File: config.mk
export PLATFORM = sky130hd
export DESIGN_NAME = timer_irq_unit
export DESIGN_NICKNAME = d
export VERILOG_FILES = /design/src/rtl/timer_irq_unit_pkg.sv /design/src/rtl/timer_irq_unit_flop.sv /design/src/rtl/timer_irq_unit_tick_gen.sv /design/src/rtl/timer_irq_unit.sv
export SDC_FILE = /design/constraint.sdc
export NUM_CORES = 1
export LEC_CHECK = 0
export ABC_AREA = 1
export BUFFER_PORTS_ARGS = -buffer_cell sky130_fd_sc_hd__buf_4
export CAP_MARGIN = 40
export CORE_UTILIZATION = 55
export CTS_BUF_LIST = sky130_fd_sc_hd__clkbuf_2 sky130_fd_sc_hd__clkbuf_4 sky130_fd_sc_hd__clkbuf_8
export DETAILED_ROUTE_END_ITERATION = 16
export GPL_TIMING_DRIVEN = 1
export PLACE_DENSITY_LB_ADDON = 0.15
export SYNTH_ARGS = -nofsm -noshare
export SYNTH_HDL_FRONTEND = slang
export SYNTH_SLANG_ARGS = --single-unit
File: constraint.sdc
create_clock -name clk -period 5.1 [get_ports clk]
set_input_delay 1.53 -clock clk [delete_from_list [all_inputs] [get_ports clk]]
set_output_delay 1.53 -clock clk [all_outputs]
set_load 0.005 [all_outputs]
File: src/rtl/timer_irq_unit_pkg.sv
// Shared constants and types for the Count/Compare timer.
// Build option TIMER_DIV2_EN selects the half-rate Count.
package timer_irq_unit_pkg;

  localparam int DATA_W = 32;

  localparam logic [DATA_W-1:0] UNKNOW = 32'hDEAD_BEEF;

  typedef enum logic {
    RUN  = 1'b0,
    STOP = 1'b1
  } tstate_e;

  function automatic logic [DATA_W-1:0] cnt_inc(
    input logic [DATA_W-1:0] v
  );
    return v + {{(DATA_W-1){1'b0}}, 1'b1};
  endfunction

endpackage

File: src/rtl/timer_irq_unit_flop.sv
// Shared enable flop with asynchronous active-low reset.
// Used for Count, the irq flag and the prescaler phase.
module en_rst_flop #(
  parameter int            W       = 1,
  parameter logic [W-1:0]  RST_VAL = '0
) (
  input  logic         clk,
  input  logic         rst,
  input  logic         en,
  input  logic [W-1:0] d,
  output logic [W-1:0] q
);

  always_ff @(posedge clk or negedge rst) begin
    if (!rst) begin
      q <= RST_VAL;
    end else if (en) begin
      q <= d;
    end
  end

endmodule

File: src/rtl/timer_irq_unit_tick_gen.sv
// Count prescaler; TIMER_DIV2_EN gives one tick per two run cycles.
// Without it every run cycle ticks and no phase flop exists.
module tick_gen (
  input  logic clk,
  input  logic rst,
  input  logic en,
  input  logic clr,
  output logic tick
);

`ifdef TIMER_DIV2_EN
  logic phase_q;
  logic phase_d;

  // a Count write restarts the divider so the next tick is two cycles out
  assign phase_d = clr ? 1'b0 : ~phase_q;

  en_rst_flop #(
    .W      (1),
    .RST_VAL(1'b0)
  ) u_phase (
    .clk(clk),
    .rst(rst),
    .en (en | clr),
    .d  (phase_d),
    .q  (phase_q)
  );

  assign tick = en & phase_q & ~clr;
`else
  logic unused_ok;

  assign unused_ok = clk ^ rst;
  assign tick      = en & ~clr;
`endif

endmodule

File: src/rtl/timer_irq_unit.sv
// CP0 Count register with Compare match interrupt (IP7).
// Build option TIMER_DIV2_EN halves the Count rate.
import timer_irq_unit_pkg::*;

module timer_irq_unit (
  input  logic              clk,
  input  logic              rst,
  input  logic              we_s,
  input  logic [DATA_W-1:0] write_data,
  input  logic              r_p,
  input  logic              r_h,
  input  logic [DATA_W-1:0] compare,
  input  logic              compare_we,
  input  logic              count_dis,
  output logic [DATA_W-1:0] read_data,
  output logic              timer_irq
);

  tstate_e           state_q;
  tstate_e           state_d;
  logic              run;
  logic              tick;
  logic [DATA_W-1:0] count_q;
  logic [DATA_W-1:0] count_d;
  logic [DATA_W-1:0] count_nxt;
  logic              irq_set;
  logic              irq_d;

  always_ff @(posedge clk or negedge rst) begin
    if (!rst) begin
      state_q <= RUN;
    end else begin
      state_q <= state_d;
    end
  end

  always_comb begin
    state_d = state_q;
    unique case (state_q)
      RUN:     if (count_dis)  state_d = STOP;
      STOP:    if (!count_dis) state_d = RUN;
      default: state_d = RUN;
    endcase
  end

  always_comb begin
    run = 1'b0;
    unique case (state_q)
      RUN:     run = 1'b1;
      default: run = 1'b0;
    endcase
  end

  tick_gen u_tick_gen (
    .clk (clk),
    .rst (rst),
    .en  (run),
    .clr (we_s),
    .tick(tick)
  );

  assign count_nxt = cnt_inc(count_q);
  assign count_d   = we_s ? write_data : count_nxt;

  en_rst_flop #(
    .W      (DATA_W),
    .RST_VAL('0)
  ) u_count (
    .clk(clk),
    .rst(rst),
    .en (we_s | tick),
    .d  (count_d),
    .q  (count_q)
  );

  // only a counting step can raise the flag, never a software load
  assign irq_set = tick & ~we_s & (count_nxt == compare);
  assign irq_d   = compare_we ? 1'b0 : (timer_irq | irq_set);

  en_rst_flop #(
    .W      (1),
    .RST_VAL(1'b0)
  ) u_irq (
    .clk(clk),
    .rst(rst),
    .en (1'b1),
    .d  (irq_d),
    .q  (timer_irq)
  );

  assign read_data = (r_p | r_h) ? count_q : UNKNOW;

endmodule
**Word-level counts from Yosys, hierarchy flattened**

Cells that the tools add are included.

- Add/subtract/negate cells: 1
- Multiply operators: 0
- Div/mod/pow operators: 0
- Order comparisons: 0
- Equal/unequal tests: 1
- Shift operators: 0
- Mux-type cells: 5
- Bitwise logic cells: 7
- Reductions and logical operators: 0

Operators by type and width:

| cell | count |
|---|---|
| 32-bit 2-to-1 mux | 2 |
| 32-bit by 1-bit adder with 32-bit output (second input constant) | 1 |
| 32-bit == test | 1 |
| 1-bit bitwise AND | 3 |
| 1-bit 2-to-1 mux | 3 |
| 1-bit OR | 3 |
| 1-bit NOT | 1 |

- Register bits: 34
- Bits in latches: 0
- Bits in writable memories: 0
- Memory bits (read-only): 0
- Input bits: 71
- Output and inout bits: 33
- Logic and storage cells: 17
- Memories kept: 0

**Logic depth before layout (Yosys ltp)**

- Depth in word-level cells: 6
- Gate-level depth with buffers: 15
- Mapped depth without buffers: 15

**Cells and area by module**

Synthesis repeated with hierarchy kept, for this count alone.

- Cell total of the unflattened synthesis: 641
- Area total of the unflattened synthesis: 3636.0 um^2

Modules (own cells, without submodules):

| module | times used | cells each | area each (um^2) | sequential area each (um^2) |
|---|---|---|---|---|
| timer_irq_unit | 1 | 498 | 2293.4 | 25.0 |
| en_rst_flop (u_count) | 1 | 136 | 1292.5 | 800.8 |
| en_rst_flop (u_irq) | 1 | 5 | 40.0 | 25.0 |
| tick_gen | 1 | 2 | 10.0 | 0.0 |

**Least setup slack after synthesis**

No wires, ideal clock.

- Path kind: input -> output
- Start point: input r_h
- End point: output read_data[0]
- Arrival: 2337 ps
- Data required time: 3570 ps
- Slack: 1233 ps
- Cell stages on the path: 4
- Buffers on the path: 1
- Cells stage by stage: nor2_1 > inv_1 > clkbuf_1 > nand2_1

- Longest elaborated chain between the ends: 2

Ends and longest elaborated chain:

| what | line | text |
|---|---|---|
| from (decl) | timer_irq_unit.sv:11 | `input logic r_h,` |
| 1-bit OR | timer_irq_unit.sv:91 | `assign read_data = (r_p \| r_h) ? count_q : UNKNOW;` |
| 32-bit 2-to-1 mux | timer_irq_unit.sv:91 |  |
| to (decl) | timer_irq_unit.sv:15 | `output logic [DATA_W-1:0] read_data,` |

Every way passes these cells.

**Final worst setup path**

- Start point: input r_h
- End point: output read_data[27]

The elaborated chain is that of the path after synthesis.

==> impl_metrics.csv <==
group,metric,value,unit
clock_network,postCtsSetupBuffers,0,
sta,slew_viol_final,0,
placed_design,gp_congestion,0.931,
job,drv_cap,0,
worst_setup_path,r2r_end,"u_irq.q",
yosys,ys_types,24,
yosys,yosysMostFrequentCell,"nand2_1",
yosys,synthesis.area,3300,sq um
sta,min_period,4310,ps
floorplanning,die_w,79.5,um
route,post_drt_wl_per_cell,14.1,um
pwr,p_per_area,201,nW/um^2
floorplanning,io_pins,104,
final_layout,drive_gt1_frac,0.196,
final_layout,fillers,511,
route,drc,0,
global_routing,overflow,0,
pwr,switching_share,0.368,
worst_setup_path,critPathMaxStageDelay,610,ps
hold_path,worstHoldStart,"u_irq.q",
floorplanning,initial_core_util,0.586,
placed_design,dp_hpwl,8250,um
hold_path,holdPathEnd,"u_irq.q",
clock_network,cts_sinks,34,
yosys,syn-num-nets,662,
pwr,combinationalPowerShare,0.352,
final_layout,regArea,851,sq um
sta,grt_setup_unrepaired,"no",
yosys,postSynthCellCount,590,
worst_setup_path,crit_type,"in -> out",
route,antenna_left,0,
global_routing,grt_pass1_wl,18000,um
clock_network,cts_tree,"yes",
worst_setup_path,rr_worst_depth,15,
clock_network,clk_pin_slew_worst_paths,70,ps
pwr,clkPwrFrac,0.246,
final_layout,multi_input_area,2160,sq um
yosys,yosysTopAreaCell,"nand2_1",
pwr,p_leak,0.00232,uW
yosys,ys_seq_area_frac,0.257,
worst_setup_path,cp-startpoint,"r_h",
floorplanning,die_h,79.5,um
clock_network,clk_latency,290,ps
yosys,synth_edf_count,0,
final_layout,diodes,0,
final_layout,synthToLayoutAreaGrowth,28.0,%
sta,final-setup-viol-count,0,
clock_network,cts_max_path_buffers,2,
pwr,power_frac_seq,0.401,
worst_setup_path,cp_max_fo,23,
clock_network,cts.root.buffer_cell,"clkbuf_8",
worst_setup_path,path_cells,"buf_4, nor2_1, buf_4, inv_1, nand2_1, buf_4",
sta,clock_skew,2.48,ps
sta,fin_ws,792,ps
clock_network,h-tree-depth,2,
route,drt_iter0_drc,297,
sta,fin_crit_sh,0.845,
worst_setup_path,crit_required,3570,ps
global_routing,grt_pass1_vias,3983,
sta,hold_violations,0,
sta,tightest_slew,818,ps
worst_setup_path,crit_top_cell,"buf_4",
status,outcome,"completed",
worst_setup_path,rr_startpoint,"u_count.q[0]",
worst_setup_path,end_kind,"primary output",
yosys,synth.top_cells.by_count,"283 x nand2_1, 69 x nand3_1, 67 x inv_1",
worst_setup_path,crit_arrival,2780,ps
placed_design,port_buffers,103,
global_routing,grt_start_max_net_pins,49,
pwr,ir_drop,0.146,mV
placed_design,place_ws,814,ps
floorplanning,rows,27,
floorplanning,die_area,6320,sq um
route,first_pass_iters,7,
worst_setup_path,rrSetupSlack,2710,ps
global_routing,track_usage,0.363,
route,via_count,4142,
worst_setup_path,critPathSlowestCell,"inv_1",
pwr,power.switching,313,uW
sta,fmaxAchievable,232,MHz
route,wl,10800,um
floorplanning,core_area,5640,sq um
yosys,synthTopCellsByArea,"nand2_1 32%, dfrtp_1 26%, nand3_1 10%",
hold_path,holdPathStages,2,
yosys,synthFlopType,"dfrtp_1",
yosys,syn_avg_cell_area,5.60,sq um
clock_network,postCtsHoldBufs,0,
final_layout,nNetsFinal,763,
sta,slew_headroom,0.454,
hold_path,hold_class,"reg -> reg",
yosys,netlist.area_leader.share,0.321,
yosys,yosysWarnings,0,
yosys,async_flop_share,1.00,
route,via_per_inst,5.44,
worst_setup_path,cp-start-kind,"input port",
global_routing,antenna_found_initial,0,
pwr,internal_power,538,uW
yosys,ys_ff_latch,34,
sta,finalSetupTns,0,ps
clock_network,cts_buffers,5,
clock_network,cts-resized-gates,0,
==> through the flow <==
step / total power (uW) / util / cells / hold WS (ps) / instance area, sq um
after floorplan: 499 / - / 590 / 487 / 3300
after global placement: 630 / 0.735 / 756 / 502 / 4150
after detailed placement: 640 / 0.735 / 756 / 515 / 4150
after CTS: 848 / 0.750 / 762 / 524 / 4230
after global routing: 902 / 0.750 / 762 / 543 / 4230
final: 850 / 0.750 / 762 / 522 / 4230
==> routing by layer <==
| layer | track usage | share of wire | wire [um] | up-vias |
|---|---|---|---|---|
| li1 | - | - | - | 2048 |
| met3 | 0.0411 | 0.080 | 859 | 41 |
| met4 | 0.149 | 0.032 | 348 | 0 |
| met5 | 0 | 0 | 0 | - |
| met2 | 0.614 | 0.47 | 5020 | 222 |
| met1 | 0.466 | 0.42 | 4550 | 1831 |
==> kinds of logic (layout without fill, tap and decap cells) <==
logic type | count (synthesis) | count (layout) | synth area share
buffers and inverters | 80 | 180 | 0.0909
DFF | 34 | 34 | 0.257
and+or+nand+nor | 449 | 449 | 0.583
AOI/OAI and AO/OA | 21 | 21 | 0.0477
xor gates and xnor gates | 5 | 5 | 0.0174
adders and majority gates | 1 | 1 | 0.00379
==> worst max-delay path: cells and delay by family <==
kind | cells | cell delay (ps)
buffers and inverters | 4 | 1050
AND/OR/NAND/NOR | 2 | 180
==> power groups by stage <==
stage | clock [uW] | combinational (uW) | sequential [uW]
6_report | 210 | 300 | 341
5_1_grt | 220 | 337 | 345
4_1_cts | 211 | 298 | 339
3_5_place_dp | 0 | 296 | 344
3_3_place_gp | 0 | 286 | 343
2_1_floorplan | 0 | 169 | 329
==> state kept, by name, indices dropped and copies added (netlist names) <==
| name | cells |
|---|---|
| u_irq.q | 1 |
| u_count.q | 32 |
| state_q | 1 |
==> area by class of cell <==
| type | count | area share |
|---|---|---|
| inverters | 68 | 0.0603 |
| flip-flops and latches | 34 | 0.201 |
| multi-input cells | 476 | 0.510 |
| repair buffers | 106 | 0.188 |
| clock buffers | 6 | 0.0195 |
| well taps | 72 | 0.0213 |
==> placed cells by master (no fill, tap or decap), types with 4 or more instances in the layout <==
cell type	Yosys	routed
nor2_2	6	7
nor2_4	5	5
o311ai_0	14	14
nor2_1	64	63
nand2_1	283	283
nand3_1	69	69
inv_1	67	67
clkbuf_8	0	6
dfrtp_1	34	34
o21ai_1	4	4
buf_4	0	106
nand3b_1	11	11
==> worst max-delay path by stage <==
stage | to | cells past startpoint
detailed placement | read_data[27] | 6
global placement | read_data[31] | 6
CTS | read_data[27] | 6
finish | read_data[27] | 6
global route | read_data[27] | 6
floorplan | read_data[0] | 4
No activity file was read; power rests on OpenSTA's default activity.
